$ cat src/rtl/zbus_cycle_capture_pkg.sv
// Shared types for the Z80 bus-cycle capture block: record codes, record
// payload, synchronised bus sample and FSM state encoding.
package zbus_cycle_capture_pkg;

  localparam int unsigned REC_W = 28;

  typedef enum logic [2:0] {
    REC_OPFETCH = 3'd0,
    REC_MEMRD   = 3'd1,
    REC_MEMWR   = 3'd2,
    REC_IORD    = 3'd3,
    REC_IOWR    = 3'd4,
    REC_INTACK  = 3'd5
  } rec_type_e;

  typedef struct packed {
    rec_type_e   typ;
    logic [15:0] addr;
    logic [7:0]  data;
    logic        rom;
  } rec_t;

  // One sample of every asynchronous bus input, carried down the sync line as a unit.
  typedef struct packed {
    logic [15:0] a;
    logic [7:0]  d;
    logic        rom;
    logic        mreq_n;
    logic        iorq_n;
    logic        rd_n;
    logic        wr_n;
    logic        m1_n;
    logic        rfsh_n;
  } bus_smp_t;

  typedef enum logic [1:0] {
    ST_IDLE   = 2'd0,
    ST_ACTIVE = 2'd1,
    ST_COMMIT = 2'd2
  } state_e;

endpackage

$ cat src/rtl/zbus_cycle_capture_if.sv
// Z80 bus strobes/address/data in, captured-record valid/ready stream out.
// slave : the capture block (consumes the Z80 bus, produces records)
// master: the environment (drives the Z80 bus, consumes records)
interface zbus_cycle_capture_if;
  logic [15:0] a;
  logic [7:0]  d;
  logic        mreq_n, iorq_n, rd_n, wr_n, m1_n, rfsh_n;
  logic        romnram;
  logic        rec_valid;
  logic        rec_ready;
  logic [2:0]  rec_type;
  logic [15:0] rec_addr;
  logic [7:0]  rec_data;
  logic        rec_rom;

  modport slave (
    input  a, d, mreq_n, iorq_n, rd_n, wr_n, m1_n, rfsh_n, romnram, rec_ready,
    output rec_valid, rec_type, rec_addr, rec_data, rec_rom
  );

  modport master (
    output a, d, mreq_n, iorq_n, rd_n, wr_n, m1_n, rfsh_n, romnram, rec_ready,
    input  rec_valid, rec_type, rec_addr, rec_data, rec_rom
  );
endinterface

$ cat src/rtl/zbus_rec_fifo.sv
// Synchronous show-ahead record FIFO, depth 2**FIFO_LOG2.
// Ports: clk, rst_n (sync, active-low), push_i/din_i write side,
// pop_i/dout_o read side (dout_o is the head), full_o, empty_o.
// A push while full is accepted only if a pop happens in the same cycle.
module zbus_rec_fifo
  import zbus_cycle_capture_pkg::*;
#(
  parameter int unsigned FIFO_LOG2 = 3
) (
  input  logic clk,
  input  logic rst_n,
  input  logic push_i,
  input  rec_t din_i,
  input  logic pop_i,
  output rec_t dout_o,
  output logic full_o,
  output logic empty_o
);
  localparam int unsigned DEPTH = 2 ** FIFO_LOG2;
  localparam int unsigned PW    = FIFO_LOG2 + 1;

  logic [PW-1:0]    wr_ptr_q, rd_ptr_q;
  logic [REC_W-1:0] mem_q [DEPTH];
  logic             wr_en, rd_en;

  assign empty_o = (wr_ptr_q == rd_ptr_q);
  assign full_o  = (wr_ptr_q[FIFO_LOG2] != rd_ptr_q[FIFO_LOG2]) &&
                   (wr_ptr_q[FIFO_LOG2-1:0] == rd_ptr_q[FIFO_LOG2-1:0]);
  assign wr_en   = push_i && (!full_o || pop_i);
  assign rd_en   = pop_i && !empty_o;
  assign dout_o  = rec_t'(mem_q[rd_ptr_q[FIFO_LOG2-1:0]]);

  // Storage and pointers; storage is cleared so the head reads zero out of reset.
  always_ff @(posedge clk) begin
    if (!rst_n) begin
      wr_ptr_q <= '0;
      rd_ptr_q <= '0;
      for (int i = 0; i < DEPTH; i++) mem_q[i] <= '0;
    end else begin
      if (wr_en) begin
        mem_q[wr_ptr_q[FIFO_LOG2-1:0]] <= din_i;
        wr_ptr_q <= wr_ptr_q + PW'(1);
      end
      if (rd_en) rd_ptr_q <= rd_ptr_q + PW'(1);
    end
  end
endmodule

$ cat src/rtl/zbus_cycle_capture.sv
// Synchronises Z80 bus strobes into fclk, classifies each completed bus
// cycle and queues one {type,addr,data,rom} record per cycle.
// Ports: fclk, rst_n (sync, active-low); bus (slave modport: Z80 inputs,
// record valid/ready stream); overflow (sticky drop flag); drop_cnt
// (saturating count of records dropped on a full FIFO).
module zbus_cycle_capture
  import zbus_cycle_capture_pkg::*;
#(
  parameter int unsigned FIFO_LOG2   = 3,
  parameter int unsigned SYNC_STAGES = 2
) (
  input  logic                  fclk,
  input  logic                  rst_n,
  zbus_cycle_capture_if.slave   bus,
  output logic                  overflow,
  output logic [7:0]            drop_cnt
);
  bus_smp_t  pin_w;
  bus_smp_t  sync_q [SYNC_STAGES];
  bus_smp_t  s;
  state_e    state_q;
  logic      arm_q;
  rec_t      cur_q;
  logic      start_hit;
  rec_type_e start_type;
  logic      cyc_ok;
  logic      push, pop, full, empty, drop;
  rec_t      head;
  logic      overflow_q;
  logic [7:0] drop_cnt_q;

  assign pin_w = '{a: bus.a, d: bus.d, rom: bus.romnram, mreq_n: bus.mreq_n,
                   iorq_n: bus.iorq_n, rd_n: bus.rd_n, wr_n: bus.wr_n,
                   m1_n: bus.m1_n, rfsh_n: bus.rfsh_n};

  // Strobes and data share one delay line so they stay aligned. Left unreset
  // so a cycle in flight across reset stays visible to the arming logic.
  always_ff @(posedge fclk) begin
    sync_q[0] <= pin_w;
    for (int i = 1; i < SYNC_STAGES; i++) sync_q[i] <= sync_q[i-1];
  end

  assign s = sync_q[SYNC_STAGES-1];

  // Start qualifiers in priority order; refresh (!rfsh&!mreq) matches none.
  always_comb begin
    start_hit  = 1'b1;
    start_type = REC_OPFETCH;
    if (!s.m1_n && !s.mreq_n && !s.rd_n)                    start_type = REC_OPFETCH;
    else if (!s.m1_n && !s.iorq_n)                          start_type = REC_INTACK;
    else if (s.m1_n && !s.mreq_n && !s.rd_n && s.rfsh_n)    start_type = REC_MEMRD;
    else if (!s.mreq_n && !s.wr_n && s.rfsh_n)              start_type = REC_MEMWR;
    else if (s.m1_n && !s.iorq_n && !s.rd_n)                start_type = REC_IORD;
    else if (s.m1_n && !s.iorq_n && !s.wr_n)                start_type = REC_IOWR;
    else                                                    start_hit  = 1'b0;
  end

  // The latched cycle stays open while its own strobe and its mreq/iorq are low.
  always_comb begin
    cyc_ok = 1'b0;
    case (cur_q.typ)
      REC_OPFETCH, REC_MEMRD: cyc_ok = !s.rd_n && !s.mreq_n;
      REC_MEMWR:              cyc_ok = !s.wr_n && !s.mreq_n;
      REC_IORD:               cyc_ok = !s.rd_n && !s.iorq_n;
      REC_IOWR:               cyc_ok = !s.wr_n && !s.iorq_n;
      REC_INTACK:             cyc_ok = !s.iorq_n;
      default:                cyc_ok = 1'b0;
    endcase
  end

  // Cycle FSM. arm_q blocks starts until the bus has been idle once after reset.
  always_ff @(posedge fclk) begin
    if (!rst_n) begin
      state_q <= ST_IDLE;
      arm_q   <= 1'b0;
      cur_q   <= '0;
    end else begin
      unique case (state_q)
        ST_IDLE: begin
          if (!arm_q) begin
            if (!start_hit) arm_q <= 1'b1;
          end else if (start_hit) begin
            state_q <= ST_ACTIVE;
            cur_q   <= '{typ: start_type, addr: s.a, data: s.d, rom: s.rom};
          end
        end
        ST_ACTIVE: begin
          if (cyc_ok) begin
            cur_q.addr <= s.a;
            cur_q.data <= s.d;
            cur_q.rom  <= s.rom;
          end else begin
            state_q <= ST_COMMIT;
          end
        end
        ST_COMMIT: state_q <= ST_IDLE;
        default:   state_q <= ST_IDLE;
      endcase
    end
  end

  assign push = (state_q == ST_COMMIT);
  assign pop  = bus.rec_valid && bus.rec_ready;
  assign drop = push && full && !pop;

  zbus_rec_fifo #(.FIFO_LOG2(FIFO_LOG2)) u_fifo (
    .clk     (fclk),
    .rst_n   (rst_n),
    .push_i  (push),
    .din_i   (cur_q),
    .pop_i   (pop),
    .dout_o  (head),
    .full_o  (full),
    .empty_o (empty)
  );

  // Drop accounting: sticky flag and saturating counter.
  always_ff @(posedge fclk) begin
    if (!rst_n) begin
      overflow_q <= 1'b0;
      drop_cnt_q <= '0;
    end else if (drop) begin
      overflow_q <= 1'b1;
      if (drop_cnt_q != 8'hFF) drop_cnt_q <= drop_cnt_q + 8'd1;
    end
  end

  assign bus.rec_valid = !empty;
  assign bus.rec_type  = head.typ;
  assign bus.rec_addr  = head.addr;
  assign bus.rec_data  = head.data;
  assign bus.rec_rom   = head.rom;
  assign overflow      = overflow_q;
  assign drop_cnt      = drop_cnt_q;
endmodule

$ cat src/flat_wrapper.sv
// flat-port wrapper written by rule: the top's interface ports become plain ports
module zbus_cycle_capture_flat import zbus_cycle_capture_pkg::*;
#(
  parameter int unsigned FIFO_LOG2   = 3,
  parameter int unsigned SYNC_STAGES = 2
)
  (fclk, rst_n, overflow, drop_cnt, bus_a, bus_d, bus_mreq_n, bus_iorq_n, bus_rd_n, bus_wr_n, bus_m1_n, bus_rfsh_n, bus_romnram, bus_rec_ready, bus_rec_valid, bus_rec_type, bus_rec_addr, bus_rec_data, bus_rec_rom);
  zbus_cycle_capture_if bus_i ();
  input  logic fclk;
  input  logic rst_n;
  output logic overflow;
  output logic [7:0] drop_cnt;
  input wire logic [$bits(bus_i.a)-1:0] bus_a;
  input wire logic [$bits(bus_i.d)-1:0] bus_d;
  input wire logic [$bits(bus_i.mreq_n)-1:0] bus_mreq_n;
  input wire logic [$bits(bus_i.iorq_n)-1:0] bus_iorq_n;
  input wire logic [$bits(bus_i.rd_n)-1:0] bus_rd_n;
  input wire logic [$bits(bus_i.wr_n)-1:0] bus_wr_n;
  input wire logic [$bits(bus_i.m1_n)-1:0] bus_m1_n;
  input wire logic [$bits(bus_i.rfsh_n)-1:0] bus_rfsh_n;
  input wire logic [$bits(bus_i.romnram)-1:0] bus_romnram;
  input wire logic [$bits(bus_i.rec_ready)-1:0] bus_rec_ready;
  output wire logic [$bits(bus_i.rec_valid)-1:0] bus_rec_valid;
  output wire logic [$bits(bus_i.rec_type)-1:0] bus_rec_type;
  output wire logic [$bits(bus_i.rec_addr)-1:0] bus_rec_addr;
  output wire logic [$bits(bus_i.rec_data)-1:0] bus_rec_data;
  output wire logic [$bits(bus_i.rec_rom)-1:0] bus_rec_rom;
  assign bus_i.a = bus_a;
  assign bus_i.d = bus_d;
  assign bus_i.mreq_n = bus_mreq_n;
  assign bus_i.iorq_n = bus_iorq_n;
  assign bus_i.rd_n = bus_rd_n;
  assign bus_i.wr_n = bus_wr_n;
  assign bus_i.m1_n = bus_m1_n;
  assign bus_i.rfsh_n = bus_rfsh_n;
  assign bus_i.romnram = bus_romnram;
  assign bus_i.rec_ready = bus_rec_ready;
  assign bus_rec_valid = bus_i.rec_valid;
  assign bus_rec_type = bus_i.rec_type;
  assign bus_rec_addr = bus_i.rec_addr;
  assign bus_rec_data = bus_i.rec_data;
  assign bus_rec_rom = bus_i.rec_rom;
  zbus_cycle_capture #(.FIFO_LOG2(FIFO_LOG2), .SYNC_STAGES(SYNC_STAGES)) u_core (.fclk(fclk), .rst_n(rst_n), .bus(bus_i), .overflow(overflow), .drop_cnt(drop_cnt));
endmodule
$ cat config.mk
export PLATFORM = sky130hd
export DESIGN_NAME = zbus_cycle_capture_flat
export DESIGN_NICKNAME = d
export VERILOG_FILES = /design/src/rtl/zbus_cycle_capture_pkg.sv /design/src/rtl/zbus_cycle_capture_if.sv /design/src/rtl/zbus_rec_fifo.sv /design/src/rtl/zbus_cycle_capture.sv /design/src/flat_wrapper.sv
export SDC_FILE = /design/constraint.sdc
export NUM_CORES = 1
export LEC_CHECK = 0
export ABC_CLOCK_PERIOD_IN_PS = 5200
export CAP_MARGIN = 20
export CORE_MARGIN = 2
export CORE_UTILIZATION = 25
export CTS_CLUSTER_SIZE = 16
export DETAILED_ROUTE_END_ITERATION = 10
export PLACE_DENSITY = 0.49
export SYNTH_ARGS = -nofsm -noshare
export SYNTH_HDL_FRONTEND = slang
export SYNTH_SLANG_ARGS = --single-unit
$ cat constraint.sdc
create_clock -name fclk -period 5.2 [get_ports fclk]
set_input_delay 1.04 -clock fclk [delete_from_list [all_inputs] [get_ports fclk]]
set_output_delay 1.04 -clock fclk [all_outputs]
set_load 0.02 [all_outputs]
# [Word-level counts from Yosys, hierarchy flattened]
# Memories as Yosys holds them, arrays and structs flattened. A register that Yosys moved wholly into a read port is not among the register bits.
# Index checks and enable logic that the tools add are counted.
[word_totals] regBits=48 latch_bits=0 ramBits=286 rom_bits=0 input_bits=34 output_inout_bits=38 elab_cells=100 memories=2
[classes] n_addsub=3 mul=0 div=0 n_lt_le_gt_ge=0 n_eq_ne=15 shifts=0 n_mux=32 bitwise=0 reduce_logical=38
[memory_table] memory="u_core.u_fifo.mem_q" words=8 word_bits=28 read_ports=1 rd_clocked_by_memory_dff=1 wr=8 line_no="zbus_rec_fifo.sv:23" rtl="logic [REC_W-1:0] mem_q [DEPTH];"
[memory_table] memory="u_core.sync_q" words=2 word_bits=31 read_ports=2 rd_clocked_by_memory_dff=0 wr=2 line_no="zbus_cycle_capture.sv:19" rtl="bus_smp_t sync_q [SYNC_STAGES];"
[op_table] operator="two-way mux 25 bit" count=3
[op_table] operator="case mux 25 bit (2 select lines)" count=1
[op_table] operator="two-way mux 28 bit" count=1
[op_table] operator="OR reduction 28 bit" count=1
[op_table] operator="two-way mux 3 bit" count=9
[op_table] operator="logical AND 1 bit" count=20
[op_table] operator="two-way mux 1 bit" count=13
[op_table] operator="adder 4 x 1 -> 4 bit, second input constant" count=2
[op_table] operator="adder 8 x 1 -> 8 bit, second input constant" count=1
[op_table] operator="zero test 1 bit" count=8
[op_table] operator="!= test 8 bit, second input constant" count=1
[op_table] operator="== test 3 x 2 -> 1 bit, second input constant" count=2
[op_table] operator="== test 3 bit, second input constant" count=2
[op_table] operator="two-way mux 2 bit" count=3
[op_table] operator="!= test 2 x 1 -> 1 bit, second input constant" count=3
[op_table] operator="AND reduction 3 bit" count=2
[op_table] operator="case mux 1 bit (5 select lines)" count=1
[op_table] operator="== test 4 bit" count=1
[op_table] operator="case mux 2 bit (2 select lines)" count=1
[op_table] operator="AND reduction 4 bit" count=1
[op_table] operator="== test 3 x 1 -> 1 bit, second input constant" count=1
[op_table] operator="== test 3 bit" count=1
[op_table] operator="zero test 3 bit" count=1
[op_table] operator="== test 2 x 1 -> 1 bit, second input constant" count=1
[op_table] operator="other kinds (8)" count=8

# [Logic depth before layout (Yosys ltp)]
# Gate-level depths: netlist of run 1.
# An unclocked memory read counts as a cell.
[logic_depth] word_depth=13 mapped_depth=9 ltp_nobuf=5

# [Hierarchy]
# Synthesis of run 1 repeated with hierarchy kept, for this count alone.
[hier_totals] cells_unflattened=993 area_unflattened_um2=13503.0
[modules_own_cells] mod="zbus_rec_fifo" instances=1 cells_per_inst=728 area_per_inst_um2=10443.8 seq_area_each_um2=6946.7
[modules_own_cells] mod="zbus_cycle_capture" instances=1 cells_per_inst=265 area_per_inst_um2=3059.2 seq_area_each_um2=2042.0

# [Worst setup path before layout of run 1]
# Ideal clock, no wire load.
[synth_timing] kind="in2reg" from="in bus_rec_ready" to="mem u_core.u_fifo.mem_q[7][0], enable pin" setup_time_ns=0.452 arrival_time_ns=3.499 t_required_ns=4.748 setup_slack_ns=1.249 path_stages=4 n_path_buf=1 path_cell_list="nor2_1 > and2_1 > buf_4 > o21ai_0"
[synth_rtl] element="start: declaration" line_no="flat_wrapper.sv:22" rtl="input wire logic [$bits(bus_i.rec_ready)-1:0] bus_rec_ready;"
[synth_rtl] element="end: declaration" line_no="zbus_rec_fifo.sv:23"

==> results of run 1 <==
layout by cell type (no fill, tap or decap), types with 3 or more instances in the layout:
cell type / count
dfxtp_1: 111
mux2i_1: 27
nand4_1: 5
nor2b_1: 4
bufinv_16: 4
nor2_1: 16
nand3_1: 9
xnor2_1: 3
inv_1: 3
nand2_1: 66
clkbuf_16: 38
and2_1: 225
buf_12: 4
clkdlybuf4s50_1: 70
mux4_2: 56
nand2b_1: 12
or3_1: 4
clkinv_1: 8
xor2_1: 5
o21ai_0: 11
clkbuf_1: 4
edfxtp_1: 224
nor3_1: 3
nor3_4: 4
clkinv_2: 5
ha_1: 3
a21oi_1: 13
buf_4: 20
mux2_2: 28
report_power, final:
group | switching (mW) | internal [mW] | total [mW]
sequential | 0.0682 | 2.95 | 3.02
clock | 1.02 | 1.55 | 2.58
combinational | 0.153 | 0.141 | 0.294
total | 1.25 | 4.64 | 5.89
critical path, stage by stage (launching register included):
cell and delay, ns:
dfxtp_4 0.51, buf_12 0.40, mux4_2 0.59, mux2_2 0.32, clkdlybuf4s50_1 0.54
how the worst max path moves through the flow:
stage,endpoint,cells after the start
detailed placement,u_core.u_fifo.mem_q[1][9]$_SDFFCE_PN0P_,7
floorplan,u_core.u_fifo.mem_q[7][0]$_SDFFCE_PN0P_,4
finish,bus_rec_addr[4],4
global placement,u_core.u_fifo.mem_q[1][16]$_SDFFCE_PN0P_,7
CTS,bus_rec_data[2],4
global route,bus_rec_rom,4
flip-flops by register name, indices dropped and copies added, names as in the netlist, named ones only:
signal and count:
u_core.arm_q 1, u_core.cur_q 28, u_core.drop_cnt 8, u_core.overflow 1, u_core.state_q 2, u_core.sync_q 62
u_core.u_fifo.mem_q 224, u_core.u_fifo.rd_ptr_q 4, u_core.u_fifo.wr_ptr_q 4
per-layer routing:
layer / GRT usage [%] / vias up / routed length (microns)
met1: 15.39 / 3621 / 14750
met2: 17.90 / 113 / 14430
met5: 0 / - / 0
met4: 2.821 / 0 / 478
li1: - / 3468 / -
met3: 1.672 / 39 / 1050
cells by family (layout without fill, tap and decap cells):
logic type | after synthesis | in the layout | share of synthesized area (%)
buffers and inverters | 61 | 161 | 2.217
XOR/XNOR | 9 | 9 | 0.6348
AO/OA/AOI/OAI | 41 | 41 | 1.867
multiplexers | 111 | 111 | 13.58
adder cells (fa/ha/maj) | 3 | 3 | 0.2760
AND/OR/NAND/NOR | 360 | 360 | 15.34
flip-flops | 337 | 337 | 66.08
area by class of cell:
type                       instances  area (sq um)  share of cell area [%]
sequential                       337          8996                   54.96
inverter                           4         15.01                 0.09172
tap                              696         870.8                   5.320
clock buffer                      44         993.5                   6.069
clock inverter                    18         187.7                   1.147
multi-input combinational        524          4370                   26.70
timing repair buffer              95         935.9                   5.717
==> summary.md, run 1 <==
| Metric | Value |
|---|---|
| Number of cell rows | 85 |
| Design Area, Final | 16,370 sq um |
| Top-count cell post-synth | and2_1 |
| Port Buffers | 71 |
| Starting Density | 25.28% |
| Leak | 5.850 nW |
| CORE AREA | 53,810 sq um |
| DR vias/cell | 4.215 |
| Worst hold stages | 0 |
| Layout Nets | 1,035 |
| Largest cells by area after synthesis | edfxtp_1 (49%), dfxtp_1 (17%), and2_1 (10%) |
| CP Class | register to output pin |
| Pwr dens | 359.8 nW/um^2 |
| Crit share post-route | 75.88% |
| Fin util | 30.42% |
| Post-DP HPWL | 18.84 mm |
| Rel. slew slack | 31.03% |
| Bufs on Longest Clock Path | 3 |
| Die Span Y | 237.3 microns |
| Syn Inst Count | 922 |
| Critical Path Fanout Max | 46 |
| Die X | 237.3 microns |
| Netlist Area Pre-Place | 13,600 sq um |
| Top cell type's share of synthesized area | 49.45% |
| DR WL/cell | 17.88 microns |
| Hold path start | u_core.sync_q[0][7]$_DFF_P_ |
| Largest net degree at the start of global routing | 68 |
| Root Driver | clkbuf_16 |
| Worst setup margin | 1.254 ns |
| Sequential area share after synthesis | 66.08% |
| CTS Hold Bufs | 0 |
| Critical Path AT | 2.91 ns |
| ANT nets after route | 0 |
| Max frequency | 253.4 MHz |
| Full die area | 56,290 sq um |
| Flops & latches, synth | 337 |
| Cts repair resizes | 0 |
| Area delta synth->final | 20.35% |
| Top post-synthesis cells by count | and2_1 (225), edfxtp_1 (224), dfxtp_1 (113) |
| R2R depth | 8 |
| Outcome | finished clean |
| Total GRT Usage | 11.02% |
| Syn Area/Cell | 14.75 sq um |
| DR iter-0 viols | 358 |
| TritonCTS clock tree | done |
| RSZ-0062 raised after global routing | false |
| Worst Hold Slack | 0.3196 ns |
| Total gr overflow | 0 |
| Router iterations before antenna repair | 4 |
| Max_cap viols | 0 |
| Post-CTS Setup Bufs | 0 |
| Syn. warnings | 0 |
| Gpl congestion | 0.7055 |
| H-tree Lvls | 2 |
| Layout cells sized above 1 | 17.42% |
| Fin crit period | 3.946 ns |
| Worst EP required | 4.16 ns |
| Final Non-Filler Cells | 1,718 |
| Final setup violation count | 0 |
| EDFF count, synth | 224 |
| Dpl cell area | 15,190 sq um |
| Hold path endpoint | u_core.sync_q[0][38]$_DFF_P_ |
| Number of antenna diodes | 0 |
| Peak VDD IR | 0.2110 mV |
| Synthesized net count | 959 |
| Reg2Reg Setup Slack | 2.07 ns |
| Vias in the first global route | 7,654 |
| Leading area contributor after synthesis | edfxtp_1 |
| Vias | 7,241 |
| Startpoint Class | register |
| Setup crit end kind | output pin |
| Post-route setup TNS | 0 ns |
| Overall routed net length | 30.71 mm |
| Setup clock skew after layout | 0.01826 ns |
| Skew-Pair Late Insertion Delay | 0.52 ns |
| R2r startpoint | u_core.u_fifo.wr_ptr_q[0]$_SDFFE_PN0P_ |
| Final hold violations | 0 |
| Synth async-reset ratio | 0% |
| CTS buffer count | 36 |
| Total clock sinks | 337 |
| First-pass GRT wire length | 47.51 mm |
| Reg2reg end | u_core.u_fifo.mem_q[1][5]$_SDFFCE_PN0P_ |
| CTS clk-pin slew, worst paths | 0.06 ns |
| DRC errors left | 0 |
| Initial antenna violation count | 0 |
| Synth Flop Type | edfxtp_1 |
| Layout fillers | 5,331 |
| DP Cell Count | 1,656 |
| Slew @ Worst Pin | 1.035 ns |
| I/O pins | 72 |
| Slew Limit Fails | 0 |
| Dpl ws | 1.287 ns |
| Hold crit path type | register to register |
| Synth cell types | 47 |
| Final Power | 5.890 mW |
Power figures use the tool's default switching activity.
==> inputs of run 2 (changes only) <==
--- a/config.mk
+++ b/config.mk
@@ -5,7 +5,7 @@
 export SDC_FILE = /design/constraint.sdc
 export NUM_CORES = 1
 export LEC_CHECK = 0
-export ABC_CLOCK_PERIOD_IN_PS = 5200
+export ABC_CLOCK_PERIOD_IN_PS = 4100
 export CAP_MARGIN = 20
 export CORE_MARGIN = 2
 export CORE_UTILIZATION = 25
==> constraint.sdc (replaced) <==
create_clock -name fclk -period 4.1 [get_ports fclk]
set_input_delay 0.82 -clock fclk [delete_from_list [all_inputs] [get_ports fclk]]
set_output_delay 0.82 -clock fclk [all_outputs]
set_load 0.02 [all_outputs]
==> run 2 against run 1 <==
Against the previous run: wire length increased by 3.2%; clock power increased by 28%; register-to-register slack got worse by 0.75 ns; power increased by 28%; hold slack improved by 0.0048 ns; combinational power increased by 28%; cell count increased by 0.87%; sequential share of layout area decreased by 0.27 points; critical path depth unchanged; core utilization increased by 0.14 points; cell area increased by 0.47%; sequential cell count unchanged.
==> summary.md, run 2 (synthesis results as in run 1) <==
| Metric | Value |
|---|---|
| Cts repair resizes | 0 (unchanged) |
| Leak | 5.912 nW (+1.1%) |
| Psw | 1.626 mW (+31%) |
| Max_cap viols | 0 (unchanged) |
| Critical Path AT | 2.90 ns (about the same) |
| Crit share post-route | 90.83% |
| DRC errors left | 0 (unchanged) |
| CTS buffer count | 38 (+5.6%) |
| Power Internal | 5.895 mW (+27%) |
| Layout Nets | 1,047 (+1.2%) |
| Root Driver | clkbuf_16 |
| Post-DP HPWL | 19.25 mm (+2.2%) |
| Largest net degree at the start of global routing | 68 (unchanged) |
| Total clock sinks | 337 (unchanged) |
| Fin crit period | 3.724 ns |
| Number of antenna diodes | 0 (unchanged) |
| First-pass GRT wire length | 48.58 mm (+2.3%) |
| Final Power | 7.521 mW (+28%) |
| Number of cell rows | 85 (unchanged) |
| Final hold violations | 0 (unchanged) |
| Most flops, register | u_core.u_fifo.mem_q |
| Post-route setup TNS | 0 ns (unchanged) |
| Initial antenna violation count | 0 (unchanged) |
| Most common cell after layout, fill and taps aside | and2_1 |
| Starting Density | 25.28% (unchanged) |
| Setup clock skew after layout | 0.01722 ns (-0.001039 ns) |
| H-tree Lvls | 2 (unchanged) |
| Die X | 237.3 microns (unchanged) |
| Top Registers | u_core.u_fifo.mem_q x224, u_core.sync_q x62, u_core.cur_q x28 |
| Sw Share | 21.62% (+0.46 points) |
| Layout cells sized above 1 | 18.42% (+1.0 points) |
| CORE AREA | 53,810 sq um (unchanged) |
| Die Span Y | 237.3 microns (unchanged) |
| Number of flip-flops in the largest register | 224 (unchanged) |
| Worst EP required | 3.28 ns (-0.88 ns) |
| Slew Limit Fails | 0 (unchanged) |
| Area delta synth->final | 20.92% |
| CP Class | register to output pin |
| Pwr dens | 457.3 nW/um^2 (+27%) |
| Slew @ Worst Pin | 1.052 ns (+0.01745 ns) |
| Logic gate share of total power | 5.0% (about the same) |
| Clock group share of total power | 44.1% (+0.3 points) |
| TritonCTS clock tree | done |
| RSZ-0062 raised after global routing | false |
| Gpl congestion | 0.7239 (+2.6%) |
| Register share of total power | 50.9% (-0.3 points) |
| Vias | 7,338 (+1.3%) |
| Bufs on Longest Clock Path | 3 (unchanged) |
| Full die area | 56,290 sq um (unchanged) |
| Total gr overflow | 0 (unchanged) |
| DR WL/cell | 18.28 microns (+2.3%) |
| Rel. slew slack | 29.87% (-1.2 points) |
| Port Buffers | 71 (unchanged) |
| Overall routed net length | 31.69 mm (+3.2%) |
| Router iterations before antenna repair | 4 (unchanged) |
| Post-CTS Setup Bufs | 0 (unchanged) |
| DR vias/cell | 4.234 (+0.46%) |
| Hold crit path type | register to register |
| Max frequency | 268.5 MHz |
| Total GRT Usage | 11.52% (+0.50 points) |
| Most frequent cells in the layout | and2_1 (225), edfxtp_1 (224), dfxtp_1 (111) |
| Startpoint Class | register |
| ANT nets after route | 0 (unchanged) |
| CTS Hold Bufs | 0 (unchanged) |
| Layout fillers | 5,384 (+0.99%) |
| Outcome | finished clean |
| CTS clk-pin slew, worst paths | 0.06 ns (about the same) |
| DR iter-0 viols | 408 (+14%) |
| Setup crit end kind | output pin |
| Final setup violation count | 0 (unchanged) |
| I/O pins | 72 (unchanged) |
| Skew-Pair Late Insertion Delay | 0.55 ns (+0.03 ns) |
| Peak VDD IR | 0.2302 mV (+9.1%) |
| Critical Path Fanout Max | 23 (-50%) |
| Vias in the first global route | 7,784 (+1.7%) |
## run 2: path summary, 6_finish.rpt
path                                           from                                      end  slack, ns  cells past startpoint
min reg2reg            u_core.sync_q[0][10]$_DFF_P_             u_core.sync_q[0][41]$_DFF_P_       0.32                      0
min                    u_core.sync_q[0][10]$_DFF_P_             u_core.sync_q[0][41]$_DFF_P_       0.32                      0
max                                        register                         bus_rec_addr[14]       0.38                      4
max reg2reg  u_core.u_fifo.wr_ptr_q[0]$_SDFFE_PN0P_  u_core.u_fifo.mem_q[6][2]$_SDFFCE_PN0P_       1.32                      7
## run 2: power groups by stage
stage	logic, mW	registers [mW]	clock network, mW
after floorplan	0.241	3.86	0
after global placement	0.385	3.90	0
after detailed placement	0.387	3.90	0
after CTS	0.389	3.83	3.43
after global routing	0.409	3.85	3.56
final	0.377	3.83	3.31
## run 2: area by class of cell
type	instances	area, sq um	share of cell area, %
Tap cell	696	870.8	5.295
Sequential cell	337	8994	54.68
Clock inverter	13	128.9	0.7836
Inverter	4	15.01	0.09129
Clock buffer	54	1082	6.580
Multi-Input combinational cell	524	4370	26.57
Timing Repair Buffer	105	985.9	5.995
## run 2: worst max-delay path, cell delays in order (launching register included)
cell and delay, ns:
dfxtp_4 0.70, buf_12 0.26, mux4_2 0.55, mux2_2 0.28, clkdlybuf4s50_1 0.55
## run 2: routing by layer
layer / up-vias / part of all wire, % / global-route usage [%]
li1: 3505 / - / -
met1: 3675 / 47 / 15.51
met2: 116 / 46 / 18.74
met3: 42 / 3.9 / 2.021
met4: 0 / 2.2 / 3.945
met5: - / 0 / 0
## run 2: per-stage QoR
stage / worst slack (ns) / hold slack [ns] / cell area, sq um / cells / util, %
after global routing: 0.2237 / 0.3307 / 16450 / 1733 / 30.56
after CTS: 0.2883 / 0.3250 / 16450 / 1733 / 30.56
after detailed placement: 0.7610 / 0.3121 / 15240 / 1666 / 28.31
final: 0.3759 / 0.3245 / 16450 / 1733 / 30.56
after global placement: 0.8046 / 0.3119 / 15240 / 1666 / 28.31
after floorplan: 0.3690 / 0.3096 / 13600 / 922 / -
